--- config.mk ---
export PLATFORM = sky130hd
export DESIGN_NAME = mmss_countdown_ctrl
export DESIGN_NICKNAME = d
export VERILOG_FILES = /design/src/rtl/mmss_countdown_ctrl.sv
export SDC_FILE = /design/constraint.sdc
export NUM_CORES = 1
export LEC_CHECK = 0
export CAP_MARGIN = 20
export CELL_PAD_IN_SITES_DETAIL_PLACEMENT = 1
export CELL_PAD_IN_SITES_GLOBAL_PLACEMENT = 1
export CORE_MARGIN = 5
export CORE_UTILIZATION = 48
export CTS_CLUSTER_DIAMETER = 150
export DETAILED_ROUTE_END_ITERATION = 10
export PLACE_DENSITY = 0.95
export SLEW_MARGIN = 20
export SYNTH_ARGS = -nofsm -noshare
export SYNTH_HDL_FRONTEND = slang
export SYNTH_SLANG_ARGS = --single-unit
--- constraint.sdc ---
create_clock -name clk -period 4.21 [get_ports clk]
set_input_delay 1.0525 -clock clk [delete_from_list [all_inputs] [get_ports clk]]
set_output_delay 1.0525 -clock clk [all_outputs]
set_load 0.005 [all_outputs]
--- src/rtl/mmss_countdown_ctrl.sv ---
// Minutes:seconds BCD countdown controller for the kitchen timer.
// Holds an editable preset, counts down on a 1 Hz tick and flags expiry.
module mmss_countdown_ctrl #(
   parameter logic [7:0]  INIT_MIN   = 8'h01,
   parameter logic [7:0]  INIT_SEC   = 8'h00,
   parameter int unsigned DONE_TICKS = 10
) (
   input  logic        clk,
   input  logic        rst,
   input  logic        i_tick,
   input  logic        i_start,
   input  logic        i_clear,
   input  logic        i_min_inc,
   input  logic        i_sec_inc,
   output logic [15:0] o_data,
   output logic [3:0]  o_dots,
   output logic        o_blank,
   output logic        o_running,
   output logic        o_done
);

   localparam int unsigned EV_START = 0;
   localparam int unsigned EV_CLEAR = 1;
   localparam int unsigned EV_MIN   = 2;
   localparam int unsigned EV_SEC   = 3;
   localparam logic [7:0]  DONE_LIMIT = 8'(DONE_TICKS);
   localparam logic [15:0] INIT_VAL   = {INIT_MIN, INIT_SEC};

   typedef enum logic [1:0] {S_IDLE, S_RUN, S_PAUSE, S_DONE} state_t;

   // Two-digit BCD increment wrapping from max to 00.
   function automatic logic [7:0] bcd_inc(input logic [7:0] v, input logic [7:0] max);
      logic [7:0] r;
      if (v == max)
         r = 8'h00;
      else if (v[3:0] == 4'd9)
         r = {v[7:4] + 4'd1, 4'd0};
      else
         r = {v[7:4], v[3:0] + 4'd1};
      return r;
   endfunction

   // MM:SS BCD decrement with a borrow chain through all four digits.
   function automatic logic [15:0] bcd_dec(input logic [15:0] v);
      logic [3:0] m1, m0, s1, s0;
      logic       b;
      {m1, m0, s1, s0} = v;
      b  = (s0 == 4'd0);
      s0 = b ? 4'd9 : s0 - 4'd1;
      if (b) begin
         b  = (s1 == 4'd0);
         s1 = b ? 4'd5 : s1 - 4'd1;
      end
      if (b) begin
         b  = (m0 == 4'd0);
         m0 = b ? 4'd9 : m0 - 4'd1;
      end
      if (b)
         m1 = m1 - 4'd1;
      return {m1, m0, s1, s0};
   endfunction

   state_t      state_q, state_d;
   logic [3:0]  hist_q, hist_d;
   logic [15:0] preset_q, preset_d;
   logic [15:0] count_q, count_d;
   logic        colon_q, colon_d;
   logic        blank_q, blank_d;
   logic [7:0]  dtick_q, dtick_d;
   logic        running_q, running_d;
   logic        done_q, done_d;
   logic [3:0]  ev;
   logic [15:0] dec_cnt;

   assign dec_cnt = bcd_dec(count_q);

   always_ff @(posedge clk or posedge rst) begin
      if (rst) begin
         state_q   <= S_IDLE;
         hist_q    <= 4'b1111;
         preset_q  <= INIT_VAL;
         count_q   <= INIT_VAL;
         colon_q   <= 1'b1;
         blank_q   <= 1'b0;
         dtick_q   <= 8'd0;
         running_q <= 1'b0;
         done_q    <= 1'b0;
      end else begin
         state_q   <= state_d;
         hist_q    <= hist_d;
         preset_q  <= preset_d;
         count_q   <= count_d;
         colon_q   <= colon_d;
         blank_q   <= blank_d;
         dtick_q   <= dtick_d;
         running_q <= running_d;
         done_q    <= done_d;
      end
   end

   always_comb begin
      state_d  = state_q;
      preset_d = preset_q;
      count_d  = count_q;
      colon_d  = colon_q;
      blank_d  = blank_q;
      dtick_d  = dtick_q;
      hist_d   = {i_sec_inc, i_min_inc, i_clear, i_start};
      ev       = hist_d & ~hist_q;

      case (state_q)
         S_IDLE: begin
            if (ev[EV_MIN])
               preset_d[15:8] = bcd_inc(preset_q[15:8], 8'h99);
            if (ev[EV_SEC])
               preset_d[7:0] = bcd_inc(preset_q[7:0], 8'h59);
            count_d = preset_d;
            colon_d = 1'b1;
            if (ev[EV_START] && (preset_q != 16'h0000))
               state_d = S_RUN;
         end
         S_RUN: begin
            if (ev[EV_CLEAR]) begin
               state_d = S_IDLE;
               count_d = preset_q;
               colon_d = 1'b1;
            end else begin
               if (i_tick) begin
                  if (dec_cnt == 16'h0000) begin
                     state_d = S_DONE;
                     count_d = 16'h0000;
                     colon_d = 1'b1;
                     dtick_d = 8'd0;
                     blank_d = 1'b0;
                  end else begin
                     count_d = dec_cnt;
                     colon_d = ~colon_q;
                  end
               end
               // A tick that expires the count wins over a pause request.
               if (ev[EV_START] && (state_d != S_DONE)) begin
                  state_d = S_PAUSE;
                  colon_d = 1'b1;
               end
            end
         end
         S_PAUSE: begin
            if (ev[EV_CLEAR]) begin
               state_d = S_IDLE;
               count_d = preset_q;
            end else if (ev[EV_START]) begin
               state_d = S_RUN;
               colon_d = 1'b1;
            end
         end
         S_DONE: begin
            if (ev[EV_CLEAR] || ev[EV_START]) begin
               state_d = S_IDLE;
               count_d = preset_q;
               blank_d = 1'b0;
            end else if (i_tick) begin
               dtick_d = dtick_q + 8'd1;
               if (dtick_d == DONE_LIMIT) begin
                  state_d = S_IDLE;
                  count_d = preset_q;
                  blank_d = 1'b0;
               end else begin
                  blank_d = ~blank_q;
               end
            end
         end
         default: state_d = S_IDLE;
      endcase

      running_d = (state_d == S_RUN);
      done_d    = (state_d == S_DONE);
   end

   assign o_data    = count_q;
   assign o_dots    = {1'b0, colon_q, 2'b00};
   assign o_blank   = blank_q;
   assign o_running = running_q;
   assign o_done    = done_q;

endmodule

Word-level counts from Yosys, hierarchy flattened

Index checks and enable logic that the tools add are counted.

Bits in registers: 50
Output and inout bits: 23
Logic and storage cells: 115
Bits of input ports: 7

Bitwise operators: 4
Reduce and logical (&&, ||, !) cells: 15
Muxes and demuxes: 55
Add/sub/neg operators: 9
Equal/unequal tests: 23

Operator list:

| operator                                                           | number |
|---|---|
| 16-bit 2-to-1 mux                                                  | 7 |
| 8-bit 2-to-1 mux                                                   | 11 |
| 16-bit case mux with 4 select lines                                | 1 |
| 2-bit 2-to-1 mux                                                   | 12 |
| 4-bit 2-to-1 mux                                                   | 6 |
| 2-bit inequality test, second input constant                       | 9 |
| 4-bit by 1-bit adder with 4-bit output, second input constant      | 4 |
| 16-bit zero test                                                   | 1 |
| 8-bit case mux with 2 select lines                                 | 1 |
| 16-bit nonzero test                                                | 1 |
| 4-bit by 1-bit subtractor with 4-bit output, second input constant | 4 |
| 1-bit 2-to-1 mux                                                   | 14 |
| 4-bit zero test                                                    | 3 |
| 3-bit inequality test, second input constant                       | 3 |
| 8-bit by 1-bit adder with 8-bit output, second input constant      | 1 |
| 4-bit == test, second input constant                               | 2 |
| 8-bit by 4-bit == test with 1-bit output, second input constant    | 1 |
| 8-bit by 7-bit == test with 1-bit output, second input constant    | 1 |
| 8-bit == test, second input constant                               | 1 |
| 2-bit case mux with 4 select lines                                 | 1 |
| 4-bit AND reduction                                                | 2 |
| 2-bit == test, second input constant                               | 3 |
| 6-bit AND reduction                                                | 1 |
| 5-bit AND reduction                                                | 1 |
| other kinds (12)                                                   | 15 |

Depth between registers and ports, before layout

Gate-level depths: netlist (run 1).

Depth after elaboration: 15
Depth in mapped cells: 9

Worst setup path after synthesis (run 1)

No wires, ideal clock.

Path type: flip-flop to flip-flop
From: register count_q[1], in the netlist o_data[1]
To: register count_q[0], in the netlist o_data[0]
Required time: 4.085 ns
Cell stages (with the launch flop): 10
Arrival: 2.503 ns
Period minus slack after synthesis: 2.628 ns
Path buffers: 1
Path slack: 1.582 ns
Path through: dfrtp_1 > inv_1 > ha_1 > or4b_4 > or4_1 > or4_1 > buf_6 > nand2_8 > o21ai_1 > mux2_4

Cells in the longest elaborated chain, start to end: 9

RTL lines:

| item                                                                                                | line | source |
|---|---|---|
| start: declaration                                                                                  | 66   | `logic [15:0] count_q, count_d;` |
| start signal: assignment                                                                            | 92   | `count_q <= count_d;` |
| parallel branches: the longest is 5 deep, another holds 4-bit by 1-bit subtractor with 4-bit output | -    |  |
| 16-bit 2-to-1 mux *                                                                                 | 129  | `if (dec_cnt == 16'h0000) begin` |
| 16-bit 2-to-1 mux *                                                                                 | 128  | `if (i_tick) begin` |
| 16-bit 2-to-1 mux *                                                                                 | 123  | `if (ev[EV_CLEAR]) begin` |
| 16-bit case mux with 4 select lines *                                                               | 111  | `case (state_q)` |

Mark *: on every way between the ends. The select of a mux whose other input is x is not followed.
A chain may end at the register's enable or synchronous reset.

Final worst setup path (run 1)

From: input i_clear
To: register dtick_q[3]

Cells in the longest elaborated chain, start to end: 4

RTL lines:

| item                            | line | source |
|---|---|---|
| start: declaration              | 12   | `input logic i_clear,` |
| 4-bit bitwise AND *             | 109  | `ev = hist_d & ~hist_q;` |
| 1-bit logical OR                | 157  | `if (ev[EV_CLEAR] \|\| ev[EV_START]) begin` |
| 2-bit inequality test (no line) | -    |  |
| 6-bit AND reduction (no line) * | -    |  |
| end signal: assignment          | 95   | `dtick_q <= dtick_d;` |
| end: declaration                | 69   | `logic [7:0] dtick_q, dtick_d;` |

Mark *: on every way between the ends. The rest lies on a longest branch, timed or not.

==> results.sh, run 1 <==
export IMPL_drc_errors=0
export IMPL_grt_ovfl_total=0
export IMPL_critPathRequiredTime_ns=4.45
export IMPL_fin_nets=423
export IMPL_routed_wl_um=9810
export IMPL_clock_latency_ns=0.31
export IMPL_busiest_layer="met2"
export IMPL_cp_startpoint="i_clear"
export IMPL_synth_async_reset_ratio=1.00
export IMPL_grt_pass1_vias=3097
export IMPL_grt_use_met2=0.384
export IMPL_vdd_ir_drop_max_v=0.000245
export IMPL_die_w_um=93.6
export IMPL_grt_pass1_wl_um=15800
export IMPL_final_util=0.552
export IMPL_p_leak_nw=1.59
export IMPL_grt_max_degree=51
export IMPL_hp_class="reg2reg"
export IMPL_synthTopCellsByArea="dfrtp_1 32%, ha_1 6.7%, dfstp_2 5.5%"
export IMPL_yosysSeqAreaShare=0.375
export IMPL_numPortBuffers=26
export IMPL_r2r_end="o_data[3]$_DFFE_PP0P_"
export IMPL_setup_viol=0
export IMPL_timing_final_crit_share=0.787
export IMPL_critPathTopFamily="simple AND/OR/NAND/NOR gates"
export IMPL_critPathMaxStageDelay_ns=0.65
export IMPL_core_area_um2=6790
export IMPL_maxCapViolCount=0
export IMPL_rows=30
export IMPL_synth_edf_count=0
export IMPL_crit_path_start_kind="input pin"
export IMPL_slew_headroom=0.280
export IMPL_initial_core_util=0.494
export IMPL_cts_resized=0
export IMPL_yosysWarnings=0
export IMPL_seqPwrFrac=0.364
export IMPL_worstReg2RegStart="dtick_q[0]$_DFFE_PP0P_"
export IMPL_use_met3=0.0346
export IMPL_path_cells="clkdlybuf4s50_1 -> nor2b_1 -> nor2_1 -> and3_1 -> a31oi_1 -> o21ai_0 -> o21ai_0"
export IMPL_syn_area_um2=3360
export IMPL_place_gp_congestion=0.859
export IMPL_crit_type="in2reg"
export IMPL_fin_setup_tns_ns=0
export IMPL_arrival_ns=3.55
export IMPL_drtIter0Drc=240
export IMPL_die_y_um=93.6
export IMPL_layout_common_cells="43 x dfrtp_1, 30 x nand2_1, 26 x clkdlybuf4s50_1, 25 x nor2_1, 24 x inv_1"
export IMPL_endpoint="dtick_q[3]$_DFFE_PP0P_"
export IMPL_cts_hold_fix_buffers=0
export IMPL_cts_root_buf="clkbuf_8"
export IMPL_tritoncts="built"
export IMPL_ys_types=67
export IMPL_detail_route_first_pass_iterations=5
export IMPL_critPathBufInv=1
export IMPL_ant_nets=0
export IMPL_skew_ns=0.0163
export IMPL_clkTransAtPathRegs_ns=0.10
export IMPL_power_switching_mw=1.01
export IMPL_grtUsageMet1=0.293
export IMPL_hold_viol_final=0
export IMPL_clock_power_share=0.126
export IMPL_num_vias=3123
export IMPL_num_antenna_cells=0
export IMPL_end_kind="flip-flop"
export IMPL_rrSetupSlack_ns=1.21
export IMPL_synth_top_area_share=0.321
export IMPL_postSynthCellCount=381
export IMPL_cts_buffers=5
export IMPL_status="complete, no violations"
export IMPL_synth_avg_cell_area_um2=8.81
export IMPL_period_minus_slack_ns=3.31
export IMPL_critical_path_slowest_cell="nor2b_1"
export IMPL_reg2regPathDepth=6
export IMPL_clockBufferDepth=2
export IMPL_final_common_cell="dfrtp_1"
export IMPL_fp_dieArea_um2=8770
export IMPL_crit_top_cell="o21ai_0"
export IMPL_io_pins=30
export IMPL_maxSlewViolCount=0
export IMPL_wl_per_cell_um=19.8
export IMPL_viasPerCell=6.31
export IMPL_post_cts_buffers=0
export IMPL_ys_flop_type="dfrtp_1"
export IMPL_rsz0062_at_grt="false"
export IMPL_swShare=0.450
export IMPL_p_int_mw=1.23
export IMPL_clock_sinks=50
export IMPL_tightest_slew_ns=1.07
export IMPL_cts_max_level=2
export IMPL_yosys_area_top_type="dfrtp_1"
export IMPL_path_depth=7
export IMPL_antenna_found_initial=0
export IMPL_fmaxAchievable_ghz=0.302
export IMPL_whs_ns=0.498
export IMPL_power_mw=2.24
export IMPL_dpl_hpwl_um=7030
export IMPL_yosys_register_bits=50
export IMPL_syn2layout_area_growth_pct=11.8
export IMPL_power_frac_comb=0.510
export IMPL_power_density_nw_per_um2=597
export IMPL_track_usage=0.226
export IMPL_cp_max_fo=11
export IMPL_layout_drive_gt1_share=0.0752
==> layer usage <==
layer | part of all wire | vias up
met5 | 0 | -
met4 | 0.026 | 0
met3 | 0.045 | 26
met2 | 0.49 | 84
met1 | 0.44 | 1567
li1 | - | 1446
==> cells in the mapped netlist (7+ instances only) <==
cell type  number
nor3_1         17
ha_1           18
nand3_1        13
a21oi_1        18
o21ai_0        22
inv_1          25
nor2_1         25
o22ai_1        10
nand2_1        30
dfrtp_1        43
clkbuf_1       14
a22o_1          7
a21o_1         10
dfstp_2         7
==> layout make-up <==
type / count / area [µm²]
inverter: 25 / 95.1
tap: 96 / 120
sequential: 50 / 1260
fill: 780 / 3040
multi-input combinational: 287 / 1910
timing repair buffer: 29 / 283
clock buffer: 6 / 72.6
clock inverter: 2 / 10.0
==> how the worst min path moves through the flow <==
stage	cells past startpoint	to	from	slack (ns)
after floorplan	1	dtick_q[7]$_DFFE_PP0P_	dtick_q[7]$_DFFE_PP0P_	0.47
after global placement	1	o_blank$_DFFE_PP0P_	o_blank$_DFFE_PP0P_	0.49
after detailed placement	1	o_blank$_DFFE_PP0P_	o_blank$_DFFE_PP0P_	0.49
after CTS	1	o_blank$_DFFE_PP0P_	o_blank$_DFFE_PP0P_	0.50
after global routing	1	o_blank$_DFFE_PP0P_	o_blank$_DFFE_PP0P_	0.52
final	1	o_blank$_DFFE_PP0P_	o_blank$_DFFE_PP0P_	0.50
==> power groups by stage <==
stage               sequential, mW  combinational [mW]  clock (mW)
floorplan                    0.747               0.772           0
global placement             0.793                1.06           0
detailed placement           0.816                1.11           0
CTS                          0.807                1.13       0.289
global route                 0.831                1.25       0.314
finish                       0.814                1.14       0.283
==> flip-flops by register name (all words and copies together) (netlist names) <==
name / count
colon_q: 1
dtick_q: 8
hist_q: 4
o_blank: 1
o_data: 16
o_done: 1
o_running: 1
preset_q: 16
state_q: 2
==> cells by family after synthesis <==
family / count (synthesis) / synth area share
buffers and inverters: 46 / 0.0589
other: 1 / 0.00112
multiplexers: 5 / 0.0168
AO/OA/AOI/OAI: 118 / 0.240
AND/OR/NAND/NOR: 140 / 0.233
flip-flops: 50 / 0.375
XOR/XNOR: 3 / 0.00783
adder cells (fa/ha/maj): 18 / 0.0671
==> per-stage QoR <==
stage               instance area [µm²]  cells  setup slack, ns
floorplan                          3360    383             1.58
global placement                   3670    487            0.803
detailed placement                 3670    487            0.608
CTS                                3750    495            0.933
global route                       3750    495            0.688
finish                             3750    495            0.898
No activity file was read; power rests on OpenSTA's default activity.
==> run 2: changes to the inputs <==
--- a/config.mk
+++ b/config.mk
@@ -9,10 +9,10 @@
 export CELL_PAD_IN_SITES_DETAIL_PLACEMENT = 1
 export CELL_PAD_IN_SITES_GLOBAL_PLACEMENT = 1
 export CORE_MARGIN = 5
-export CORE_UTILIZATION = 48
+export CORE_UTILIZATION = 40
 export CTS_CLUSTER_DIAMETER = 150
 export DETAILED_ROUTE_END_ITERATION = 10
-export PLACE_DENSITY = 0.95
+export PLACE_DENSITY = 0.86
 export SLEW_MARGIN = 20
 export SYNTH_ARGS = -nofsm -noshare
 export SYNTH_HDL_FRONTEND = slang
==> constraint.sdc (replaced) <==
create_clock -name clk -period 3 [get_ports clk]
set_input_delay 0.75 -clock clk [delete_from_list [all_inputs] [get_ports clk]]
set_output_delay 0.75 -clock clk [all_outputs]
set_load 0.005 [all_outputs]
==> results.sh, run 2 (synthesis results as in run 1) <==
export IMPL_layout_setup_ws_ns=0.0873
export IMPL_status="complete, no violations"
export IMPL_stdcell_count=519
export IMPL_wl_per_cell_um=19.2
export IMPL_rsz0062_at_grt="false"
export IMPL_slew_headroom=0.567
export IMPL_cp_max_fo=9
export IMPL_dpl_worst_slack_ns=0.112
export IMPL_worstReg2RegStart="o_data[1]$_DFFE_PP0P_"
export IMPL_layout_drive_gt1_share=0.111
export IMPL_clockBufferDepth=2
export IMPL_routed_wl_um=9950
export IMPL_fin_nets=438
export IMPL_ant_nets=0
export IMPL_critPathRequiredTime_ns=3.20
export IMPL_rows=33
export IMPL_setup_viol=0
export IMPL_cts_max_level=2
export IMPL_critPathMaxStageDelay_ns=0.61
export IMPL_fp_dieArea_um2=10300
export IMPL_cts_root_buf="clkbuf_8"
export IMPL_period_minus_slack_ns=2.91
export IMPL_met2_length_um=5080
export IMPL_dpl_hpwl_um=7540
export IMPL_met3_length_um=454
export IMPL_grt_pass1_wl_um=16300
export IMPL_crit_top_cell="or4_1"
export IMPL_critical_path_slowest_cell="or4_1"
export IMPL_critPathTopFamily="simple AND/OR/NAND/NOR gates"
export IMPL_layout_common_cells="43 x dfrtp_1, 30 x nand2_1, 26 x clkdlybuf4s50_1, 25 x nor2_1, 24 x inv_1"
export IMPL_antenna_found_initial=0
export IMPL_wl_met1_um=4260
export IMPL_power_density_nw_per_um2=843
export IMPL_viasPerCell=6.00
export IMPL_vdd_ir_drop_max_v=0.000389
export IMPL_clock_sinks=50
export IMPL_holdCritStartpoint="o_blank$_DFFE_PP0P_"
export IMPL_post_place_cells=511
export IMPL_r2r_end="o_data[0]$_DFFE_PP0P_"
export IMPL_fin_setup_tns_ns=0
export IMPL_die_w_um=102
export IMPL_end_kind="flip-flop"
export IMPL_fmaxAchievable_ghz=0.343
export IMPL_post_cts_buffers=0
export IMPL_grt_ovfl_total=0
export IMPL_timing_final_crit_share=0.971
export IMPL_die_y_um=102
export IMPL_hold_path_end="o_blank$_DFFE_PP0P_"
export IMPL_crit_type="reg2reg"
export IMPL_num_antenna_cells=0
export IMPL_initial_core_util=0.409
export IMPL_tightest_slew_ns=0.645
export IMPL_maxSlewViolCount=0
export IMPL_grt_max_degree=20
export IMPL_syn2layout_area_growth_pct=16.4
export IMPL_cts_buffers=5
export IMPL_top_layer="met4"
export IMPL_num_vias=3112
export IMPL_io_pins=30
export IMPL_arrival_ns=3.12
export IMPL_hp_class="reg2reg"
export IMPL_tritoncts="built"
export IMPL_core_area_um2=8220
export IMPL_final_common_cell="dfrtp_1"
export IMPL_crit_path_start_kind="flip-flop"
export IMPL_detail_route_first_pass_iterations=4
export IMPL_cts_hold_fix_buffers=0
export IMPL_track_usage=0.197
export IMPL_fill_cells=978
export IMPL_p_leak_nw=1.67
export IMPL_drtIter0Drc=196
export IMPL_reg2regPathDepth=8
export IMPL_path_depth=8
export IMPL_skew_ns=0.00659
export IMPL_final_util=0.476
export IMPL_place_gp_congestion=0.870
export IMPL_numPortBuffers=26
export IMPL_critPathBufInv=1
export IMPL_rrSetupSlack_ns=0.09
export IMPL_drc_errors=0
export IMPL_maxCapViolCount=0
export IMPL_clkTransAtPathRegs_ns=0.10
export IMPL_path_cells="inv_1 -> ha_1 -> or4b_4 -> or4_1 -> or4_1 -> nand2_8 -> o21ai_1 -> mux2_4"
export IMPL_clock_latency_ns=0.31
export IMPL_min_path_cells=1
export IMPL_hold_viol_final=0
export IMPL_grt_pass1_vias=3241
-- run 2: changes by cell type in the layout (fill, tap and decap cells not counted) --
cell,change
bufinv_16,+1
nor3_4,+1
inv_2,+1
nor3_2,-1
clkinv_2,-1
clkbuf_1,-1
buf_4,+15
-- run 2: area by class of cell --
type / count / area [µm²] / area share
Inverter: 25 / 93.8 / 0.0240
Multi-Input combinational cell: 287 / 1920 / 0.491
Sequential cell: 50 / 1260 / 0.322
Tap cell: 105 / 131 / 0.0336
Clock buffer: 5 / 68.8 / 0.0176
Clock inverter: 3 / 40.0 / 0.0102
Timing Repair Buffer: 44 / 395 / 0.101
-- run 2: worst max-delay path by stage --
stage	startpoint	to	slack, ns
floorplan	o_data[1]$_DFFE_PP0P_	o_data[0]$_DFFE_PP0P_	0.37
global placement	o_data[1]$_DFFE_PP0P_	o_data[0]$_DFFE_PP0P_	0.20
detailed placement	o_data[1]$_DFFE_PP0P_	o_data[13]$_DFFE_PP0P_	0.11
CTS	o_data[1]$_DFFE_PP0P_	o_data[0]$_DFFE_PP0P_	0.08
global route	o_data[1]$_DFFE_PP0P_	o_data[0]$_DFFE_PP0P_	0.0002
finish	o_data[1]$_DFFE_PP0P_	o_data[0]$_DFFE_PP0P_	0.09
-- run 2: repair_timing --
action                                  CTS  global route
resized for setup                         0             1
endpoints found under the hold margin     0             0
endpoints found under the setup margin    0             1
-- run 2: power by group --
group | leakage (nW) | internal (mW) | switching, mW
Clock | 0.0579 | 0.246 | 0.244
Sequential | 0.643 | 0.864 | 0.258
Combinational | 0.972 | 0.749 | 0.933
-- run 2: worst reg2reg max path: cells and delay by family (launching register included) --
kind / cells / cell delay [ns]
compound gates: 1 / 0.09
simple gates: 4 / 1.73
buf+inv: 1 / 0.13
fa+ha+maj: 1 / 0.18
mux: 1 / 0.26
flops: 1 / 0.42
-- run 2: per-layer routing --
layer  GRT usage  up-vias
met4      0.0378        0
met1       0.254     1560
met2       0.354       63
li1            -     1476
met5           0        -
met3      0.0269       13
-- run 2: stage by stage --
stage               instance area, µm²  power, mW  hold WS (ns)
global route                      3910       3.54         0.545
global placement                  3790       2.69         0.479
detailed placement                3790       2.79         0.497
CTS                               3900       3.29         0.511
finish                            3910       3.29         0.504
floorplan                         3360       2.13         0.471
